==> src/rtl/msk_gf2n_mul_hpc1_pipe.sv <==
// d-share masked GF(2^n) multiplier (HPC1): refresh of operand b, then DOM cross products.
// Two-stage valid/ready pipeline with a per-transaction squaring mode.
module msk_gf2n_mul_hpc1_pipe #(
  parameter int d = 2,
  parameter int n = 4,
  parameter logic [n-1:0] POLY = 'h3
) (
  input  logic                        clk,
  input  logic                        rst,
  input  logic                        in_valid,
  output logic                        in_ready,
  input  logic                        in_sq,
  input  logic [n*d-1:0]              ina,
  input  logic [n*d-1:0]              inb,
  input  logic [n*d*(d-1)/2-1:0]      rnd_ref,
  input  logic [n*d*(d-1)/2-1:0]      rnd_mul,
  output logic                        out_valid,
  input  logic                        out_ready,
  output logic [n*d-1:0]              out
);

  // Handshake: a transfer happens on a rising edge where valid & ready are both high.
  // The whole pipe advances together whenever the output slot is empty or being drained,
  // so in_ready does not depend on in_valid and every register holds while stalled.
  logic adv;
  assign adv       = out_ready | ~out_valid;
  assign in_ready  = adv;

  function automatic logic [n-1:0] gf_mul(input logic [n-1:0] x, input logic [n-1:0] y);
    logic [n-1:0] acc;
    logic [n-1:0] sh;
    acc = '0;
    sh  = x;
    for (int k = 0; k < n; k++) begin
      if (y[k]) acc = acc ^ sh;
      sh = sh[n-1] ? ((sh << 1) ^ POLY) : (sh << 1);
    end
    return acc;
  endfunction

  // Share pairs (i<j) are numbered in lexicographic order for both randomness buses.
  function automatic int pair_idx(input int i, input int j);
    return i * d - (i * (i + 1)) / 2 + (j - i - 1);
  endfunction

  logic [n-1:0] a_sh  [d];
  logic [n-1:0] b_ref [d];
  logic [n-1:0] a_q   [d];
  logic [n-1:0] b_q   [d];
  logic         sq_q;
  logic         v1;
  logic [n-1:0] p_d   [d][d];
  logic [n-1:0] p_q   [d][d];
  logic         v2;

  always_comb begin
    for (int k = 0; k < d; k++) begin
      a_sh[k]  = ina[k*n +: n];
      b_ref[k] = inb[k*n +: n];
    end
    for (int i = 0; i < d; i++) begin
      for (int j = i + 1; j < d; j++) begin
        b_ref[i] = b_ref[i] ^ rnd_ref[pair_idx(i, j)*n +: n];
        b_ref[j] = b_ref[j] ^ rnd_ref[pair_idx(i, j)*n +: n];
      end
    end
  end

  // Squaring is linear, so each share squares alone and no cross term or mask is needed.
  always_comb begin
    for (int i = 0; i < d; i++) begin
      for (int j = 0; j < d; j++) begin
        p_d[i][j] = '0;
      end
    end
    for (int i = 0; i < d; i++) begin
      p_d[i][i] = sq_q ? gf_mul(a_q[i], a_q[i]) : gf_mul(a_q[i], b_q[i]);
      for (int j = i + 1; j < d; j++) begin
        if (!sq_q) begin
          p_d[i][j] = gf_mul(a_q[i], b_q[j]) ^ rnd_mul[pair_idx(i, j)*n +: n];
          p_d[j][i] = gf_mul(a_q[j], b_q[i]) ^ rnd_mul[pair_idx(i, j)*n +: n];
        end
      end
    end
  end

  always_ff @(posedge clk or posedge rst) begin
    if (rst) begin
      v1   <= 1'b0;
      v2   <= 1'b0;
      sq_q <= 1'b0;
      for (int k = 0; k < d; k++) begin
        a_q[k] <= '0;
        b_q[k] <= '0;
      end
      for (int i = 0; i < d; i++) begin
        for (int j = 0; j < d; j++) begin
          p_q[i][j] <= '0;
        end
      end
    end else if (adv) begin
      v1   <= in_valid;
      v2   <= v1;
      sq_q <= in_sq;
      for (int k = 0; k < d; k++) begin
        a_q[k] <= a_sh[k];
        b_q[k] <= b_ref[k];
      end
      // Every partial product gets its own register before compression.
      for (int i = 0; i < d; i++) begin
        for (int j = 0; j < d; j++) begin
          p_q[i][j] <= p_d[i][j];
        end
      end
    end
  end

  always_comb begin
    out = '0;
    for (int i = 0; i < d; i++) begin
      for (int j = 0; j < d; j++) begin
        out[i*n +: n] = out[i*n +: n] ^ p_q[i][j];
      end
    end
  end

  assign out_valid = v2;

endmodule

==> config.mk <==
export PLATFORM = sky130hd
export DESIGN_NAME = msk_gf2n_mul_hpc1_pipe
export DESIGN_NICKNAME = d
export VERILOG_FILES = /design/src/rtl/msk_gf2n_mul_hpc1_pipe.sv
export SDC_FILE = /design/constraint.sdc
export NUM_CORES = 1
export LEC_CHECK = 0
export CORE_ASPECT_RATIO = 1.2
export CORE_MARGIN = 2
export CORE_UTILIZATION = 35
export DETAILED_ROUTE_END_ITERATION = 10
export DONT_BUFFER_PORTS = 1
export SLEW_MARGIN = 20
export SYNTH_ARGS = -nofsm -noshare
export SYNTH_HDL_FRONTEND = slang
export SYNTH_SLANG_ARGS = --single-unit
==> constraint.sdc <==
create_clock -name clk -period 2.2 [get_ports clk]
set_input_delay 0.66 -clock clk [delete_from_list [all_inputs] [get_ports clk]]
set_output_delay 0.66 -clock clk [all_outputs]
set_load 0.02 [all_outputs]
==> results.env <==
PATH_BUF_INV=0
DRTPASS1ITERATIONS=5
CRITICAL_PATH_DEPTH=6
MAX_CAP_VIOLATIONS=0
YS_WARNINGS=0
OUTCOME='completed'
ROWS=34
TIMING.CRITICAL_PATH.MODE_CELL='xor2_1'
CELLLEAKAGEPOWER_nW=1.14
ROOT_BUFFER_MASTER='clkbuf_8'
DIE-WIDTH_UM=82.6
POST-ROUTE-DRC-COUNT=0
WORST_PATH_DOMINANT_CELL_FAMILY='adder cells'
MAX_STAGE_DELAY_PS=500
SYNTH.FF_LATCH_COUNT=35
WORST_SKEW_PAIR.LATE_LATENCY_PS=290
CTS.HTREE.LEVELS=2
CELLS_AFTER_SYNTH=328
WORST_SLEW_PIN_SLEW_PS=601
REPORT.FINAL.SETUP_VIOL=0
SEQUENCE_OF_CELLS_ON_THE_CRITICAL_PATH='ha_1, xor2_1, mux2i_1, xor2_1, o22ai_1, a21oi_1'
WORST_R2R_STARTPOINT='a_q[0]$_DFFE_PP0P_'
NETS=348
WORST_SETUP_SP_TYPE='register'
ROUTE.FINAL.WIRE_LENGTH_MM=5.65
GRT_FIRST_PASS_WIRELENGTH_MM=9.86
LAYOUT.CELL_AREA.NON_FILLER_SQ_UM=2740
WORSTSETUPENDPOINTTYPE='register'
EDFF_COUNT_SYNTH=0
GLOBALROUTETOTALUTIL_PCT=15.5
SYNTH.DISTINCT_CELLS=30
UTILIZATION_PCT=37.9
POSTPLACECELLAREA_SQ_UM=2660
TIMING_WORST_SETUP_PATH_TYPE='register to register'
TIMING.FINAL.CRIT_PERIOD_PS=1920
BUFFER_PORTS.INSERTED=0
SYNTH_FLOP_CELL='dfrtp_1'
CP_SLOWEST_CELL='ha_1'
TRITONCTS.NUM_BUFFERS=5
DIE_SPAN_IN_Y_UM=98.3
TRITONCTS='yes'
IO-PIN-COUNT=39
MAPPEDNETLISTAREA_SQ_UM=2590
MIN_PERIOD_OVER_PERIOD_PCT=87.1
HPWLAFTERDP_MM=4.04
FIN_SKEW_PS=6.03
WORSTHOLDPATHTYPE='input port to async pin'
N_ANTENNA_CELL=0
CRITPATHMAXFANOUT=10
CRIT_ARRIVAL_PS=2120
GRT_PASS1_VIAS=2006
FMAXACHIEVABLE_MHz=522
WIRE_PER_INST_UM=13.8
MAX_SLEW_VIO_COUNT=0
FINAL-HOLD-VIOLATION-COUNT=0
AVERAGE_FOOTPRINT_OF_A_SYNTHESIZED_CELL_SQ_UM=7.91
RSZ0062_AT_GRT='no'
WORST_R2R_ENDPOINT='p_q[1]$_DFFE_PP0P_'
POST-CTS-SETUP-BUFFERS=0
REQUIRED_PS=2410
SYN-NUM-NETS=359
ANTENNA_VIOLATIONS_BEFORE_REPAIR=0
SYNTH.LARGEST_AREA_CELL='dfrtp_1'
IRDROPWORSTVDD_mV=0.284
OVERFLOW=0
SYNTH.TOP_CELL.AREA_SHARE_PCT=33.8
YOSYSSEQAREASHARE_PCT=33.8
CTS_MAX_PATH_BUFFERS=2
DIE_AREA_SQ_UM=8120
TIMING.MAX_SLEW.REL_SLACK_PCT=60.0
FIN_TNS_SETUP_PS=0
GRT_START_MAX_NET_PINS=43
COUNT_OF_ANTENNA_VIOLATING_NETS_LEFT_AFTER_DETAILED_ROUTING=0
SYN_TO_FINAL_GROWTH_PCT=5.60
START_UTIL_PCT=35.9
WORST-R2R-CELL-COUNT=6
RESIZE_COUNT_POST_CTS=0
CLKSLEWWORSTSETUPHOLDPATHS_PS=70
POSTSYNTH.ASYNCRESETSHARE_PCT=100
SINK_COUNT=35
DRT-INITIAL-DRC-COUNT=103
FP.COREAREA_SQ_UM=7230
DRT-VIAS-PER-INSTANCE=4.86
NUMBER_OF_HOLD_BUFFERS_ADDED_AFTER_CTS=0
PLACE.GP.CONGESTION=0.828
ROUTE.VIAS.TOTAL=1983
NETLIST_TOP_CELLS_AREA='dfrtp_1, xnor2_1, nand2_1, xor2_1, o21ai_0'
POWERDENSITY_nW_PER_UM2=1020
FINAL_LAYOUT_SIZE_SUFFIX_GT1_SHARE_PCT=6.29
TIMING.REG2REG.SETUP_SLACK_PS=280
==> registers in the layout, indices dropped and copies added (netlist names) <==
register / cells
a_q: 8
out_valid: 1
v1: 1
sq_q: 1
b_q: 8
p_q: 16
==> cells by family after synthesis <==
logic type,synth area share (%)
muxes,1.93
buffers and inverters,5.16
xor gates and xnor gates,27.3
DFF,33.8
AOI/OAI and AO/OA,10.4
adders and majority gates,0.965
and+or+nand+nor,20.5
==> routing by layer <==
| layer | wire, um | up-vias | part of all wire, % | track usage (%) |
|---|---|---|---|---|
| li1 | - | 1015 | - | - |
| met1 | 2650 | 922 | 47 | 21.0 |
| met2 | 2630 | 38 | 47 | 24.5 |
| met3 | 260 | 8 | 4.6 | 2.96 |
| met4 | 109 | 0 | 1.9 | 5.04 |
| met5 | 0 | - | 0 | 0 |
==> placed cells by master (no fill, tap or decap), drive strengths merged <==
cell type	netlist	final
a21boi	2	2
nand2b	3	3
a311oi	1	1
o22ai	1	1
a21oi	13	13
nor4b	1	1
a22o	2	2
xnor2	53	53
nor2b	1	1
clkinv	1	2
a2111oi	1	1
buf	14	9
dfrtp	35	35
nor4	1	1
nand3	2	2
mux2i	5	5
ha	2	2
nor2	11	11
or2	1	1
nand2	105	105
xor2	27	27
inv	3	3
and3	2	2
clkbuf	13	7
a31oi	2	2
o31ai	6	6
nor3	2	2
nor4bb	1	1
o21ai	17	17
==> cell usage after synthesis, types with 2 or more instances <==
cell type,number
xor2_1,26
a22o_1,2
nand3_1,2
ha_1,2
nor3_1,2
nand2_1,105
a21boi_0,2
nand2b_1,3
a31oi_1,2
dfrtp_1,35
o31ai_1,6
xnor2_1,53
nor2_1,11
clkbuf_1,13
o21ai_0,17
buf_2,14
a21oi_1,13
and3_1,2
inv_1,3
mux2i_1,5
==> how the worst max path moves through the flow <==
stage | from | end | slack, ps
6_report | a_q[0]$_DFFE_PP0P_ | p_q[1]$_DFFE_PP0P_ | 280
3_3_place_gp | a_q[0]$_DFFE_PP0P_ | p_q[2]$_DFFE_PP0P_ | 360
3_5_place_dp | a_q[0]$_DFFE_PP0P_ | p_q[1]$_DFFE_PP0P_ | 290
2_1_floorplan | out_ready | in_ready | 90
4_1_cts | a_q[0]$_DFFE_PP0P_ | p_q[1]$_DFFE_PP0P_ | 260
5_1_grt | a_q[0]$_DFFE_PP0P_ | p_q[1]$_DFFE_PP0P_ | 120
==> stage by stage <==
step                power [mW]  worst slack, ps  instances  hold WS, ps
global route              3.02              124        408          412
floorplan                 2.15             91.5        328          430
finish                    2.79              285        408          360
global placement          2.35              364        400          441
detailed placement        2.38              292        400          447
CTS                       2.84              265        408          371
==> worst register-to-register path, stage by stage, from the launching register on <==
cell	delay [ps]
dfrtp_1	450
ha_1	500
xor2_1	250
mux2i_1	240
xor2_1	160
o22ai_1	100
a21oi_1	120
==> cell type report <==
class,count,area (sq um)
clock buffer,7,76.3
clock inverter,1,5.00
fill,763,4490
inverter,4,15.0
multi-input combinational,262,1590
sequential,35,876
tap,90,113
timing repair buffer,9,67.6
==> power breakdown <==
group / total [mW] / internal, mW / switching [mW]
registers: 1.06 / 0.826 / 0.236
logic: 1.29 / 0.550 / 0.738
clock network: 0.446 / 0.222 / 0.224
total: 2.79 / 1.60 / 1.20
(Power assumes the default switching activity.)
